===== config.mk =====
export PLATFORM = sky130hd
export DESIGN_NAME = char_line_renderer
export DESIGN_NICKNAME = d
export VERILOG_FILES = /design/src/rtl/char_line_pkg.sv /design/src/rtl/char_line_renderer_delay.sv /design/src/rtl/char_line_renderer.sv
export SDC_FILE = /design/constraint.sdc
export NUM_CORES = 1
export LEC_CHECK = 0
export BUFFER_PORTS_ARGS = -buffer_cell sky130_fd_sc_hd__buf_2
export CAP_MARGIN = 5
export CORE_MARGIN = 5
export CORE_UTILIZATION = 40
export DETAILED_ROUTE_END_ITERATION = 8
export PLACE_DENSITY_LB_ADDON = 0.08
export SLEW_MARGIN = 20
export SYNTH_ARGS = -nofsm -noshare
export SYNTH_HDL_FRONTEND = slang
export SYNTH_SLANG_ARGS = --single-unit

===== constraint.sdc =====
create_clock -name pix_clk -period 5.37 [get_ports pix_clk]
set_input_delay 0.8055 -clock pix_clk [delete_from_list [all_inputs] [get_ports pix_clk]]
set_output_delay 0.8055 -clock pix_clk [all_outputs]
set_load 0.01 [all_outputs]

===== src/rtl/char_line_pkg.sv =====
// -----------------------------------------------------------------------------
// char_line_pkg
// Shared constants for the character line renderer: glyph geometry, char ROM
// address layout, ASCII code width and the blank (space) code, plus a helper
// that gives the width of a packed {R,G,B} bundle.
// -----------------------------------------------------------------------------
package char_line_pkg;

  localparam int GLYPH_W    = 16;
  localparam int GLYPH_H    = 16;
  localparam int ROM_ADDR_W = 11;
  localparam int ASCII_W    = 7;
  localparam int POS_W      = 10;

  // Geometry compares run at this width so that x_pos + box width can never
  // overflow, even for 64 characters at 4x scale (1023 + 4096 < 2**14).
  // Boxes running past the counter range therefore clip rather than wrap.
  localparam int CMP_W      = 14;

  typedef logic [ASCII_W-1:0] ascii_t;

  localparam ascii_t ASCII_SPACE = 7'h20;

  function automatic int rgb_width(input int color_w);
    return 3 * color_w;
  endfunction

endpackage


===== src/rtl/char_line_renderer_delay.sv =====
// -----------------------------------------------------------------------------
// char_pipe_delay
// Plain register chain of DEPTH stages, WIDTH bits wide. Used to carry the
// per-pixel side information alongside the char ROM read latency.
//
// Ports
//   clk_i  clock
//   rst_i  asynchronous active-high reset, clears every stage
//   d_i    data in
//   q_o    data out, DEPTH cycles later
// -----------------------------------------------------------------------------
module char_pipe_delay #(
  parameter int WIDTH = 1,
  parameter int DEPTH = 1
) (
  input  logic             clk_i,
  input  logic             rst_i,
  input  logic [WIDTH-1:0] d_i,
  output logic [WIDTH-1:0] q_o
);

  logic [WIDTH-1:0] stage_q [DEPTH];

  always_ff @(posedge clk_i or posedge rst_i) begin
    if (rst_i) begin
      for (int i = 0; i < DEPTH; i++) begin
        stage_q[i] <= '0;
      end
    end else begin
      stage_q[0] <= d_i;
      for (int i = 1; i < DEPTH; i++) begin
        stage_q[i] <= stage_q[i-1];
      end
    end
  end

  assign q_o = stage_q[DEPTH-1];

endmodule


===== src/rtl/char_line_renderer.sv =====
// -----------------------------------------------------------------------------
// char_line_renderer
// Renders one horizontal line of NUM_CHARS glyphs from a 16x16 char ROM at a
// programmable screen position, magnified by 2**SCALE_LOG2, in programmable
// foreground/background colours. Owns the character buffer (host written).
// Pixel latency h_cnt/v_cnt -> RGB/box_time is 2 + ROM_LAT cycles.
//
// Build option: define CHAR_LINE_CURSOR_EN to add a blinking cursor. It adds
// the cursor_idx input and a 6-bit frame counter; while counter bit 5 is set
// the selected cell renders with fg/bg swapped (32 frames on, 32 off).
//
// Ports
//   pix_clk              pixel clock
//   rst                  asynchronous active-high reset
//   h_cnt, v_cnt         pixel / line counters from the VGA sync block
//   x_pos, y_pos         top-left corner of the text box
//   wr_en/wr_idx/wr_char character buffer write port
//   fg_color, bg_color   {R,G,B} for glyph bit 1 / 0 inside the box
//   cursor_idx           cursor cell (CHAR_LINE_CURSOR_EN only)
//   rom_addr, rom_data   char ROM interface, {ascii, glyph_row}; bit 15 = left
//   box_time             output pixel lies inside the text box
//   red/green/blue_out   pixel colour, 0 outside the box
// -----------------------------------------------------------------------------
module char_line_renderer
  import char_line_pkg::*;
#(
  parameter int NUM_CHARS  = 16,
  parameter int SCALE_LOG2 = 0,
  parameter int ROM_LAT    = 1,
  parameter int COLOR_W    = 8
) (
  input  logic                           pix_clk,
  input  logic                           rst,
  input  logic [POS_W-1:0]               h_cnt,
  input  logic [POS_W-1:0]               v_cnt,
  input  logic [POS_W-1:0]               x_pos,
  input  logic [POS_W-1:0]               y_pos,
  input  logic                           wr_en,
  input  logic [$clog2(NUM_CHARS)-1:0]   wr_idx,
  input  logic [ASCII_W-1:0]             wr_char,
  input  logic [rgb_width(COLOR_W)-1:0]  fg_color,
  input  logic [rgb_width(COLOR_W)-1:0]  bg_color,
`ifdef CHAR_LINE_CURSOR_EN
  input  logic [$clog2(NUM_CHARS)-1:0]   cursor_idx,
`endif
  output logic [ROM_ADDR_W-1:0]          rom_addr,
  input  logic [GLYPH_W-1:0]             rom_data,
  output logic                           box_time,
  output logic [COLOR_W-1:0]             red_out,
  output logic [COLOR_W-1:0]             green_out,
  output logic [COLOR_W-1:0]             blue_out
);

  localparam int IDX_W   = $clog2(NUM_CHARS);
  localparam int RGB_W   = rgb_width(COLOR_W);
  localparam int BOX_W   = (NUM_CHARS * GLYPH_W) << SCALE_LOG2;
  localparam int BOX_H   = GLYPH_H << SCALE_LOG2;
  localparam int ALIGN_W = 6;  // {in_box, col[3:0], cursor}

  // ---------------------------------------------------------------------------
  // Character buffer
  // ---------------------------------------------------------------------------
  ascii_t buf_q [NUM_CHARS];

  always_ff @(posedge pix_clk or posedge rst) begin
    if (rst) begin
      for (int i = 0; i < NUM_CHARS; i++) begin
        buf_q[i] <= ASCII_SPACE;
      end
    end else if (wr_en) begin
      buf_q[wr_idx] <= wr_char;
    end
  end

  // ---------------------------------------------------------------------------
  // Box geometry and cell decode
  // ---------------------------------------------------------------------------
  logic [CMP_W-1:0] h_w, v_w, x_w, y_w;
  logic             in_box;

  assign h_w = CMP_W'(h_cnt);
  assign v_w = CMP_W'(v_cnt);
  assign x_w = CMP_W'(x_pos);
  assign y_w = CMP_W'(y_pos);

  assign in_box = (h_w >= x_w) && (h_w < x_w + CMP_W'(BOX_W)) &&
                  (v_w >= y_w) && (v_w < y_w + CMP_W'(BOX_H));

  // rel_x/rel_y are only meaningful inside the box, which is the only place
  // the decoded fields get used.
  logic [POS_W-1:0] rel_x, rel_y;
  logic [POS_W-1:0] col_full, idx_full, row_full;
  logic [3:0]       col, row;
  logic [IDX_W-1:0] idx;

  assign rel_x    = h_cnt - x_pos;
  assign rel_y    = v_cnt - y_pos;
  assign col_full = rel_x >> SCALE_LOG2;
  assign idx_full = rel_x >> (4 + SCALE_LOG2);
  assign row_full = rel_y >> SCALE_LOG2;
  assign col      = col_full[3:0];
  assign row      = row_full[3:0];
  assign idx      = idx_full[IDX_W-1:0];

  logic unused_bits;
  assign unused_bits = ^{col_full, idx_full, row_full};

  // ---------------------------------------------------------------------------
  // Cursor
  // ---------------------------------------------------------------------------
  logic cur_hit;

`ifdef CHAR_LINE_CURSOR_EN
  logic [5:0] frame_q;

  // Counts cycles at the origin pixel, i.e. once per frame.
  always_ff @(posedge pix_clk or posedge rst) begin
    if (rst) begin
      frame_q <= '0;
    end else if (h_cnt == '0 && v_cnt == '0) begin
      frame_q <= frame_q + 6'd1;
    end
  end

  assign cur_hit = frame_q[5] && (idx == cursor_idx);
`else
  assign cur_hit = 1'b0;
`endif

  // ---------------------------------------------------------------------------
  // Stage 1: ROM lookup
  // ---------------------------------------------------------------------------
  logic [ROM_ADDR_W-1:0] rom_addr_q, rom_addr_d;
  logic                  in_box_q;
  logic [3:0]            col_q;
  logic                  cur_q;

  // Outside the box the address is held so the ROM bus stays quiet.
  always_comb begin
    rom_addr_d = rom_addr_q;
    if (in_box) begin
      rom_addr_d = {buf_q[idx], row};
    end
  end

  always_ff @(posedge pix_clk or posedge rst) begin
    if (rst) begin
      rom_addr_q <= '0;
      in_box_q   <= 1'b0;
      col_q      <= '0;
      cur_q      <= 1'b0;
    end else begin
      rom_addr_q <= rom_addr_d;
      in_box_q   <= in_box;
      col_q      <= col;
      cur_q      <= cur_hit;
    end
  end

  assign rom_addr = rom_addr_q;

  // ---------------------------------------------------------------------------
  // Stages 2..1+ROM_LAT: side info travels with the ROM read
  // ---------------------------------------------------------------------------
  logic [ALIGN_W-1:0] align_d, align_q;
  logic               in_box_a;
  logic [3:0]         col_a;
  logic               cur_a;

  assign align_d = {in_box_q, col_q, cur_q};

  char_pipe_delay #(
    .WIDTH (ALIGN_W),
    .DEPTH (ROM_LAT)
  ) u_align (
    .clk_i (pix_clk),
    .rst_i (rst),
    .d_i   (align_d),
    .q_o   (align_q)
  );

  assign in_box_a = align_q[5];
  assign col_a    = align_q[4:1];
  assign cur_a    = align_q[0];

  // ---------------------------------------------------------------------------
  // Final stage: pixel colour
  // ---------------------------------------------------------------------------
  logic             glyph_bit;
  logic [RGB_W-1:0] rgb_d, rgb_q;
  logic             box_q;

  // Bit 15 is the leftmost pixel, so column c selects bit 15-c == ~c.
  // The cursor swaps fg/bg, which is the same as inverting the glyph bit.
  always_comb begin
    glyph_bit = rom_data[~col_a] ^ cur_a;
    rgb_d     = '0;
    if (in_box_a) begin
      rgb_d = glyph_bit ? fg_color : bg_color;
    end
  end

  always_ff @(posedge pix_clk or posedge rst) begin
    if (rst) begin
      rgb_q <= '0;
      box_q <= 1'b0;
    end else begin
      rgb_q <= rgb_d;
      box_q <= in_box_a;
    end
  end

  assign box_time  = box_q;
  assign red_out   = rgb_q[RGB_W-1 -: COLOR_W];
  assign green_out = rgb_q[2*COLOR_W-1 -: COLOR_W];
  assign blue_out  = rgb_q[COLOR_W-1:0];

endmodule

== Word level (Yosys, flattened, before mapping) ==
Cells that the tools add are included.

* Add/subtract/negate cells: 4
* Order comparisons: 8
* Multiplexer cells: 10
* Bitwise gates (word level): 3
* Reductions and logical operators: 4

{| class="wikitable"
|+ Operator list
! operator !! count
|-
| 112-bit bitwise mux || 1
|-
| 24-bit two-way mux || 2
|-
| 7-bit binary-select mux with 4-bit select || 1
|-
| 7-bit demux with 4-bit select || 1
|-
| 10-bit by 11-bit < comparator with 1-bit output || 2
|-
| 7-bit two-way mux || 3
|-
| 10-bit greater-or-equal comparator || 2
|-
| 10-bit by 5-bit adder with 11-bit output, second input constant || 1
|-
| 10-bit by 9-bit adder with 11-bit output, second input constant || 1
|-
| 5-bit greater-or-equal comparator, second input constant || 2
|-
| 4-bit inverter with 5-bit output || 2
|-
| 8-bit subtractor || 1
|-
| 4-bit by 5-bit < comparator with 1-bit output, second input constant || 1
|-
| 5-bit by 1-bit < comparator with 1-bit output, second input constant || 1
|-
| 1-bit binary-select mux with 4-bit select || 1
|-
| 1-bit logical AND || 4
|-
| 4-bit inverter || 1
|-
| 4-bit subtractor || 1
|-
| 1-bit two-way mux || 1
|}

* Register bits: 158
* Input port bits: 118
* Output and inout port bits: 36
* Logic and storage cells: 51

== Logic depth before layout (Yosys ltp) ==
Gate-level depths: netlist of run 1.

* Word-level depth: 6
* Mapped depth: 12
* Depth with buffers taken out: 11

== By module ==
Synthesis of run 1 repeated with hierarchy kept, for this count alone.

* Cell total of the unflattened synthesis: 576
* Area total of the unflattened synthesis: 8026.4 µm²

{| class="wikitable"
|+ Modules (own cells, without submodules)
! module !! instances !! cells each !! area each (µm²) !! seq. area each (µm²)
|-
| char_line_renderer || 1 || 569 || 7872.6 || 3848.7
|-
| char_pipe_delay || 1 || 7 || 153.9 || 150.1
|}

== Worst setup path after synthesis of run 1 ==
No wires, ideal clock.

* Kind: input to register
* Start: input port h_cnt[0]
* End: register rom_addr_q[10] (netlist: rom_addr[10])
* Setup time: 0.138 ns
* Arrival time: 3.082 ns
* Required time: 5.232 ns
* Setup slack: 2.150 ns
* Stages: 11
* Buffers on the path: 1
* Cells stage by stage: inv_1 ha_1 inv_1 fa_1 nand3_1 nand2_1 xor2_2 buf_6 mux4_1 mux2i_1 o221ai_1

* Word-level cells in the longest chain between the ends: 5
* Elaborated cells between the ends (all ways): 10
* Those cells by class: add/sub (1); order compare (2); mux (3); bitwise (1); reduce/logical (3)

{| class="wikitable"
|+ RTL lines
! item !! RTL line !! text
|-
| start: declaration || char_line_renderer.sv:34 || <nowiki>input logic [POS_W-1:0] h_cnt,</nowiki>
|-
| 8-bit subtractor || char_line_renderer.sv:96 || <nowiki>assign rel_x = h_cnt - x_pos;</nowiki>
|-
| 4-bit inverter with 5-bit output (not written as such) || char_line_renderer.sv:142 || <nowiki>rom_addr_d = {buf_q[idx], row};</nowiki>
|-
| 7-bit binary-select mux with 4-bit select || char_line_renderer.sv:142 ||
|-
| 7-bit two-way mux (not written as such) (2 in series) || char_line_renderer.sv:142 ||
|-
| end signal: assignment || char_line_renderer.sv:153 || <nowiki>rom_addr_q <= rom_addr_d;</nowiki>
|-
| end: declaration || char_line_renderer.sv:133 || <nowiki>logic [ROM_ADDR_W-1:0] rom_addr_q, rom_addr_d;</nowiki>
|}

Several ways; a longest one is shown, not always the timed one. The select of a mux whose other input is x is not followed.
A chain may end at the register's enable or synchronous reset.

== Final worst setup path of run 1 ==
Ends and elaborated chain as after synthesis.

==> results of run 1 <==
-- cell type report --
cell class | instances | area, um^2
Inverter | 29 | 114
Multi-Input combinational cell | 357 | 3820
Clock inverter | 10 | 135
Timing Repair Buffer | 161 | 826
Fill cell | 1751 | 9910
Sequential cell | 158 | 3970
Tap cell | 265 | 332
Clock buffer | 21 | 480
-- registers in the layout, indices dropped and copies added, names as in the netlist --
name	flops
u_align.q_o	5
col_q	4
box_time	1
rgb_q	24
in_box_q	1
rom_addr	11
buf_q	112
-- layer usage --
| layer | GRT usage | up-vias | wire length, um |
|---|---|---|---|
| met2 | 0.272 | 129 | 9030 |
| met5 | 0 | - | 0 |
| met4 | 0.0431 | 0 | 248 |
| met1 | 0.244 | 2608 | 9010 |
| met3 | 0.0375 | 20 | 1220 |
| li1 | - | 2412 | - |
-- where the power goes --
part	leakage (uW)	switching [uW]	total, uW	internal, uW
Clock	0.000305	463	1240	777
Sequential	0.00195	129	1600	1470
Combinational	0.00242	396	908	512
Total	0.00467	988	3740	2760
-- cell usage in the layout, fill, tap and decap left out, types with 2 or more instances in the layout --
master     count
o221ai_1       7
o211ai_1       2
o21ai_0       11
xnor2_1        6
mux2i_1       38
a211o_1        2
o21a_1         2
or3_1          4
buf_2        153
inv_6          2
nand2b_1       3
dfrtp_1      142
nand3b_1       4
mux4_1        21
a31oi_1        4
a21oi_1       10
inv_1         28
nor2_1        16
a211oi_1       2
nand4_1        2
ha_1          30
clkinv_2       4
nor2b_1       25
fa_1           2
nand2_1        8
nor3_1         2
xor2_1         3
nand3_1        5
bufinv_16      3
mux4_2        12
dfstp_2       16
buf_4          8
a21o_1         5
mux2_2       115
clkbuf_8       4
clkbuf_16     17
-- cell families after synthesis --
logic type / synth area share
and+or+nand+nor: 0.0510
adders and majority gates: 0.0517
AOI/OAI and AO/OA: 0.0472
DFF: 0.495
xor gates and xnor gates: 0.0129
muxes: 0.311
buffers and inverters: 0.0313
-- cell usage after synthesis (2+ instances only) --
library cell | n | share of area
xor2_1 | 3 | 0.0033
buf_2 | 2 | 0.0012
a211o_1 | 2 | 0.0022
nand3_1 | 5 | 0.0031
o21a_1 | 2 | 0.0019
o221ai_1 | 7 | 0.0076
a31oi_1 | 4 | 0.0031
nor2_1 | 16 | 0.0075
xnor2_1 | 7 | 0.0076
a21o_1 | 5 | 0.0047
o21ai_0 | 11 | 0.0069
buf_4 | 4 | 0.0037
nand2b_1 | 3 | 0.0023
nand2_1 | 8 | 0.0037
inv_1 | 29 | 0.014
fa_1 | 2 | 0.0050
nor3_1 | 2 | 0.0012
buf_6 | 3 | 0.0042
o211ai_1 | 2 | 0.0019
a21oi_1 | 10 | 0.0062
ha_1 | 30 | 0.047
mux4_1 | 21 | 0.069
nor2b_1 | 25 | 0.019
nand4_1 | 2 | 0.0016
mux2_2 | 115 | 0.16
dfrtp_1 | 142 | 0.44
a211oi_1 | 2 | 0.0019
mux2i_1 | 38 | 0.047
mux4_2 | 12 | 0.034
nand3b_1 | 4 | 0.0037
dfstp_2 | 16 | 0.052
or3_1 | 4 | 0.0031
clkbuf_1 | 17 | 0.0079
-- critical path, stage by stage --
cell and delay, ps:
buf_2 100, inv_1 40, ha_1 160, inv_1 60, fa_1 400, nand3_1 140
nand2_1 150, xor2_4 760, buf_4 290, mux4_1 560, mux2i_1 170, o221ai_1 130
-- final timing paths --
kind / start / endpoint / cells past startpoint
setup / recovery: h_cnt[0] / rom_addr[10]$_DFFE_PP0P_ / 12
hold / removal: col_q[1]$_DFF_PP0_ / u_align.q_o[2]$_DFF_PP0_ / 0
setup reg to reg: u_align.q_o[1]$_DFF_PP0_ / rgb_q[18]$_DFF_PP0_ / 4
hold reg to reg: col_q[1]$_DFF_PP0_ / u_align.q_o[2]$_DFF_PP0_ / 0
max in group asynchronous: rst / buf_q[25]$_DFFE_PP0P_ / 3
min in group asynchronous: rst / rgb_q[0]$_DFF_PP0_ / 2
-- per-stage QoR --
stage / hold WS [ps] / total power (uW)
6_report: 346 / 3740
5_1_grt: 357 / 3950
4_1_cts: 350 / 3790
3_5_place_dp: 336 / 2540
3_3_place_gp: 333 / 2510
2_1_floorplan: 331 / 2260
==> results.py, run 1 <==
metrics = {
    "placement": {
        "routabilityCongestion": 0.816,
        "dp_cells": 970,
        "dp.final_hpwl_um": 13700,
        "pre_cts_slack_ps": 1420,
        "io_buffer_count": 153,
        "place_area_um2": 9070,
    },
    "sta": {
        "rsz0062_at_grt": "no",
        "finalCritPeriodShare": 0.651,
        "worst_clock_skew_ps": 5.52,
        "finalSetupViolations": 0,
        "max_freq_mhz": 286,
        "final_hold_viol_count": 0,
        "drv_slew": 0,
        "worst_slack_ps": 1870,
        "period_minus_slack_ps": 3500,
        "worst_slew_pin_slew_ps": 1220,
        "maxSlewHeadroom": 0.181,
        "setup_tns_ps": 0,
    },
    "floorplan": {
        "initial_core_util": 0.410,
        "die_area_um2": 23000,
        "die_y_um": 152,
        "coreArea_um2": 19600,
        "rows": 51,
        "io_pins": 154,
        "fp.dieW_um": 152,
    },
    "critical_path": {
        "r2r_setup_slack_ps": 3010,
        "worst_ep_arrival_time_ps": 3770,
        "cp.required_ps": 5640,
        "critPathKind": "input port to flop",
        "crit_path_end_kind": "flop",
        "critPathLaunchType": "input port",
        "crit_fanout": 21,
    },
    "routing": {
        "wl_um": 19500,
        "vias": 5169,
        "drt_iter0_drc": 173,
        "drc": 0,
        "ant_nets": 0,
        "detail_route.first_pass.iterations": 4,
        "avgViaCountPerCell": 5.16,
        "routedWlPerCell_um": 19.5,
    },
    "clock_network": {
        "cts_tree": "built",
        "cts_hold_buf": 0,
        "cts_setup_buffers": 0,
        "htreeDepth": 4,
        "path_clk_slew_ps": 60,
        "root_buffer": "clkbuf_16",
        "clock_latency_ps": 410,
        "cts_resized": 0,
        "clockBufferDepth": 2,
        "numCtsBuffers": 17,
        "cts_sinks": 158,
    },
    "cells_and_area": {
        "fin_area_um2": 9680,
        "final_util": 0.494,
        "drive_gt1_frac": 0.463,
        "fin_cells": 1001,
        "final_nets": 874,
        "num_antenna_cells": 0,
        "areaGrowthSynthToFinish_pct": 20.6,
    },
    "synth": {
        "synth_warnings": 0,
        "syn_nets": 721,
        "synth-edff-count": 0,
        "async_reset_ff_frac": 1.00,
        "synthFlopType": "dfrtp_1",
        "avgSynthCellArea_um2": 14.1,
        "synth_cell_types": 49,
        "netlist_area_um2": 8030,
        "seq_area_frac_synth": 0.495,
        "synth-seq-cells": 158,
        "syn_inst": 571,
    },
    "global_routing": {
        "grt_util_all_layers": 0.172,
        "grt_max_degree": 89,
        "grt_pass1_wl_um": 30000,
        "grt_pass1_vias": 5477,
        "grt.overflow.total": 0,
        "antenna_found_initial": 0,
    },
    "power_and_ir_drop": {
        "ir_worst_vdd_mv": 0.223,
        "power.density_nw_per_um2": 387,
        "leakage_uw": 0.00467,
    },
    "hold_path": {
        "hold_class": "flop to flop",
    },
    "outcome": {
        "status": "complete, no violations",
    },
    "job": {
        "timing.max_cap.violations": 0,
    },
}
(Power assumes the default switching activity.)
==> run 2: changes to the inputs <==
clock period = 3 ns   (was 5.37 ns; I/O delays follow)
==> run 2 against run 1 <==
  * Clock power rose by 68%
  * Utilization rose by 0.93 points
  * Via count rose by 2.9%
  * Total power rose by 78%
  * Cell count rose by 2.1%
  * Die area did not move
  * Combinational power rose by 88%
  * Largest cell class unchanged
  * Global-route usage rose by 0.39 points
  * Register-to-register slack got worse by 2300 ps
  * Non-clock buffer count rose by 20
  * Worst hold slack got worse by 240 ps
  * Cell area rose by 1.9%
==> results.py, run 2 (same netlist as run 1, synthesis figures left out) <==
metrics = {
    "sta": {
        "rsz0062_at_grt": "no",
        "setup_tns_ps": 0,
        "worst_slew_pin_slew_ps": 747,
        "worst_clock_skew_ps": 8.18,
        "worst_slack_ps": 348,
        "max_freq_mhz": 377,
        "finalCritPeriodShare": 0.884,
        "drv_slew": 0,
        "final_hold_viol_count": 0,
        "maxSlewHeadroom": 0.502,
        "finalSetupViolations": 0,
        "period_minus_slack_ps": 2650,
    },
    "routing": {
        "drc": 0,
        "wl_um": 20100,
        "avgViaCountPerCell": 5.20,
        "detail_route.first_pass.iterations": 4,
        "ant_nets": 0,
        "routedWlPerCell_um": 19.7,
        "drt_iter0_drc": 231,
        "vias": 5319,
    },
    "power_and_ir_drop": {
        "swShare": 0.283,
        "p_comb_frac": 0.257,
        "pwr-share-clk": 0.312,
        "leakage_uw": 0.00476,
        "ir_worst_vdd_mv": 0.435,
        "power.density_nw_per_um2": 675,
        "power_frac_seq": 0.431,
        "power.internal_uw": 4770,
        "switching_power_uw": 1880,
    },
    "cells_and_area": {
        "areaGrowthSynthToFinish_pct": 22.9,
        "num_antenna_cells": 0,
        "final_nets": 894,
        "mostFrequentLayoutCell": "buf_2",
        "final_util": 0.504,
        "regMostFlops": "buf_q",
        "drive_gt1_frac": 0.478,
        "final_cell_mix": "buf_2, dfrtp_1, mux2_2",
        "fin_cells": 1022,
        "largest_reg_flops": 112,
    },
    "floorplan": {
        "die_area_um2": 23000,
        "fp.dieW_um": 152,
        "die_y_um": 152,
        "coreArea_um2": 19600,
        "io_pins": 154,
        "initial_core_util": 0.410,
        "rows": 51,
    },
    "clock_network": {
        "path_clk_slew_ps": 70,
        "cts_tree": "built",
        "cts_sinks": 158,
        "clock_latency_ps": 430,
        "cts_hold_buf": 0,
        "cts_setup_buffers": 0,
        "clockBufferDepth": 2,
        "root_buffer": "clkbuf_16",
        "cts_resized": 0,
        "htreeDepth": 4,
        "numCtsBuffers": 17,
    },
    "critical_path": {
        "cp.required_ps": 3280,
        "r2r_setup_slack_ps": 690,
        "crit_fanout": 16,
        "crit_path_end_kind": "flop",
        "critPathKind": "input port to flop",
        "worst_ep_arrival_time_ps": 2930,
        "critPathLaunchType": "input port",
    },
    "global_routing": {
        "grt_pass1_wl_um": 30400,
        "grt_max_degree": 59,
        "grt_pass1_vias": 5500,
        "antenna_found_initial": 0,
        "grt.overflow.total": 0,
        "grt_util_all_layers": 0.176,
    },
    "placement": {
        "io_buffer_count": 153,
        "dp.final_hpwl_um": 14600,
        "dp_cells": 990,
        "routabilityCongestion": 0.832,
        "pre_cts_slack_ps": -68.4,
    },
    "outcome": {
        "status": "complete, no violations",
    },
    "hold_path": {
        "hold_class": "input port to async pin",
    },
    "job": {
        "timing.max_cap.violations": 0,
    },
}
[run 2: cell count changes in the layout (fill, tap and decap cells not counted)]
| cell | before | now |
|---|---|---|
| buf_12 | 0 | 6 |
| buf_4 | 8 | 22 |
| bufinv_16 | 3 | 1 |
| clkbuf_8 | 4 | 1 |
| clkinv_2 | 4 | 1 |
| clkinv_4 | 1 | 4 |
| clkinvlp_4 | 1 | 5 |
| inv_6 | 2 | 4 |
[run 2: final timing paths]
check,from,to,depth (start not counted)
min reg2reg,col_q[3]$_DFF_PP0_,u_align.q_o[4]$_DFF_PP0_,0
min in group pix_clk,bg_color[15],rgb_q[15]$_DFF_PP0_,3
max,x_pos[1],rom_addr[9]$_DFFE_PP0P_,12
min,rst,buf_q[91]$_DFFE_PP0P_,2
max reg2reg,u_align.q_o[1]$_DFF_PP0_,rgb_q[6]$_DFF_PP0_,4
max in group asynchronous,rst,buf_q[96]$_DFFE_PP1P_,3
[run 2: routing by layer]
metal,up-vias,share of wire,track usage
met2,161,0.47,0.282
met1,2669,0.45,0.242
met3,19,0.068,0.0402
met4,0,0.014,0.0512
li1,2470,-,-
met5,-,0,0
[run 2: through the flow]
stage	instance area [um^2]	hold WS, ps	total power (uW)
floorplan	8030	331	4040
global placement	9290	332	4570
detailed placement	9290	336	4640
CTS	9870	113	6740
global route	9870	130	7030
finish	9870	108	6660
[run 2: cell type report]
type | count | area (um^2)
clock inverters | 14 | 135
repair buffers | 181 | 1050
flip-flops and latches | 158 | 3970
fillers | 1720 | 9720
clock buffers | 18 | 439
inverters | 29 | 113
well taps | 265 | 332
multi-input cells | 357 | 3820
[run 2: power by group through the flow]
stage	Sequential (uW)	Combinational [uW]	Clock [uW]
final	2870	1710	2080
after global routing	2920	1870	2230
after CTS	2870	1740	2130
after detailed placement	2900	1730	0
after global placement	2890	1680	0
after floorplan	2850	1190	0
[run 2: worst max-delay path, stage by stage]
cell	delay, ps
buf_2	90
inv_1	80
ha_1	240
nor2b_1	140
o2111ai_1	270
a31oi_1	190
a31oi_4	200
buf_12	190
buf_4	140
mux4_2	480
mux2i_1	270
o221ai_1	170
==> run 3: changes to the inputs <==
CORE_ASPECT_RATIO = 0.8   (was default)
==> run 3 against run 2 <==
  * Worst hold slack improved by 8.1 ps
  * Highest routed layer unchanged
  * Clock skew decreased by 1.9 ps
  * Via count decreased by 1.7%
  * Setup slack improved by 85 ps
  * Critical path depth decreased by 1
  * Non-clock buffer count decreased by 1
  * Count of clock-buffer cells in the layout increased by 2
  * Largest power group unchanged
  * First-iteration DRC count decreased by 12%
  * Sequential power about the same
  * Utilization decreased by 0.38 points
  * Cell count decreased by 0.20%
==> results.py, run 3 (same netlist as run 1, synthesis figures left out) <==
metrics = {
    "cells_and_area": {
        "largest_reg_flops": 112,
        "drive_gt1_frac": 0.478,
        "final_util": 0.500,
        "final_cell_mix": "buf_2, dfrtp_1, mux2_2",
        "mostFrequentLayoutCell": "buf_2",
        "final_nets": 893,
        "regArea_um2": 3970,
        "areaGrowthSynthToFinish_pct": 23.2,
        "num_antenna_cells": 0,
        "multiInputGateArea_um2": 3820,
        "n_fill_cell": 1769,
        "fin_area_um2": 9900,
        "regMostFlops": "buf_q",
    },
    "critical_path": {
        "cp.required_ps": 3330,
        "cp_top_family": "compound AO/OA/AOI/OAI gates",
        "critPathKind": "input port to flop",
        "crit_path_top_delay_cell": "or3b_2",
        "worst_ep_arrival_time_ps": 2900,
        "crit_path_max_incr_delay_ps": 610,
        "crit_path_end_kind": "flop",
        "crit_chain": "buf_2 -> ha_1 -> inv_1 -> ha_1 -> a21o_1 -> a211oi_1 -> o211ai_1 -> a41oi_1 -> o21bai_1 -> or3b_2 -> o221ai_1",
        "cp.buffers_inverters": 2,
        "cp_common_cell": "ha_1",
        "critPathLaunchType": "input port",
        "crit_fanout": 7,
    },
    "power_and_ir_drop": {
        "leakage_uw": 0.00478,
        "ir_worst_vdd_mv": 0.423,
        "power.density_nw_per_um2": 691,
    },
    "sta": {
        "maxSlewHeadroom": 0.351,
        "period_minus_slack_ps": 2570,
        "worst_slew_pin_slew_ps": 970,
        "setup_tns_ps": 0,
        "drv_slew": 0,
        "rsz0062_at_grt": "no",
        "whs_ps": 116,
        "final_hold_viol_count": 0,
        "finalCritPeriodShare": 0.856,
        "max_freq_mhz": 389,
        "finalSetupViolations": 0,
        "worst_clock_skew_ps": 6.27,
    },
    "routing": {
        "drt_iter0_drc": 203,
        "met1Wirelength_um": 8840,
        "wl_met2_um": 8940,
        "ant_nets": 0,
        "routedWlPerCell_um": 18.5,
        "wl_um": 18900,
        "drc": 0,
        "top_layer": "met4",
        "detail_route.first_pass.iterations": 4,
        "wl_met3_um": 793,
        "avgViaCountPerCell": 5.12,
        "vias": 5226,
    },
    "floorplan": {
        "fp.dieW_um": 168,
        "io_pins": 154,
        "initial_core_util": 0.406,
        "coreArea_um2": 19800,
        "die_y_um": 137,
        "die_area_um2": 23000,
        "rows": 46,
    },
    "hold_path": {
        "hold_class": "input port to async pin",
    },
    "clock_network": {
        "cts_sinks": 158,
        "cts_resized": 0,
        "cts_setup_buffers": 0,
        "clockBufferDepth": 2,
        "htreeDepth": 4,
        "cts_hold_buf": 0,
        "path_clk_slew_ps": 60,
        "root_buffer": "clkbuf_16",
        "clock_latency_ps": 420,
        "cts_tree": "built",
        "numCtsBuffers": 17,
    },
    "placement": {
        "routabilityCongestion": 0.803,
        "dp.final_hpwl_um": 13700,
        "place_area_um2": 9270,
        "io_buffer_count": 153,
    },
    "global_routing": {
        "grt_pass1_wl_um": 30100,
        "grt_util_all_layers": 0.168,
        "grt_pass1_vias": 5596,
        "grt.overflow.total": 0,
        "antenna_found_initial": 0,
        "grt_max_degree": 106,
    },
    "job": {
        "timing.max_cap.violations": 0,
    },
    "outcome": {
        "status": "complete, no violations",
    },
}
-- run 3: changes by cell type in the layout (fill, tap and decap cells not counted) --
| cell | previous run | this run |
|---|---|---|
| buf_12 | 6 | 5 |
| clkbuf_8 | 1 | 3 |
| clkinv_4 | 4 | 3 |
| inv_6 | 4 | 2 |
| bufinv_16 | 1 | 3 |
| clkinvlp_4 | 5 | 3 |
| clkinv_2 | 1 | 2 |
-- run 3: through the flow --
stage / instances / setup WS [ps] / total power [uW]
final: 1020 / 432 / 6840
after global routing: 1020 / 208 / 7210
after CTS: 1020 / 428 / 6930
after detailed placement: 988 / -7.07 / 4640
after global placement: 988 / 33.4 / 4580
after floorplan: 571 / 135 / 4040
-- run 3: metal layers --
layer	global-route usage	vias to the layer above
met4	0.0437	0
met1	0.232	2634
met5	0	-
met3	0.0384	21
met2	0.271	110
li1	-	2461
-- run 3: final timing paths --
path	from	end	slack, ps	cells after the start
worst max-delay path	y_pos[5]	rom_addr[10]$_DFFE_PP0P_	430	11
worst min-delay path	rst	buf_q[94]$_DFFE_PP0P_	120	3
worst max register to register	u_align.q_o[1]$_DFF_PP0_	rgb_q[17]$_DFF_PP0_	660	4
worst min register to register	col_q[2]$_DFF_PP0_	u_align.q_o[3]$_DFF_PP0_	350	0
max in group asynchronous	rst	rom_addr[1]$_DFFE_PP0P_	2320	3
min in group pix_clk	bg_color[11]	rgb_q[11]$_DFF_PP0_	280	3
-- run 3: report_power, final --
part | internal [uW] | switching, uW | total, uW
sequential | 2630 | 233 | 2860
combinational | 976 | 730 | 1710
clock | 1380 | 895 | 2280
-- run 3: final cells by class --
cell class	instances	area share
inverters	29	0.0114
repair buffers	180	0.104
clock buffers	20	0.0472
flip-flops and latches	158	0.402
multi-input cells	357	0.386
well taps	264	0.0334
clock inverters	12	0.0161
-- run 3: worst register-to-register path, cell delays in order (launching register included) --
cell and delay, ps:
dfrtp_1 470, mux4_2 540, mux4_2 850, mux2i_1 310, nor2b_1 70
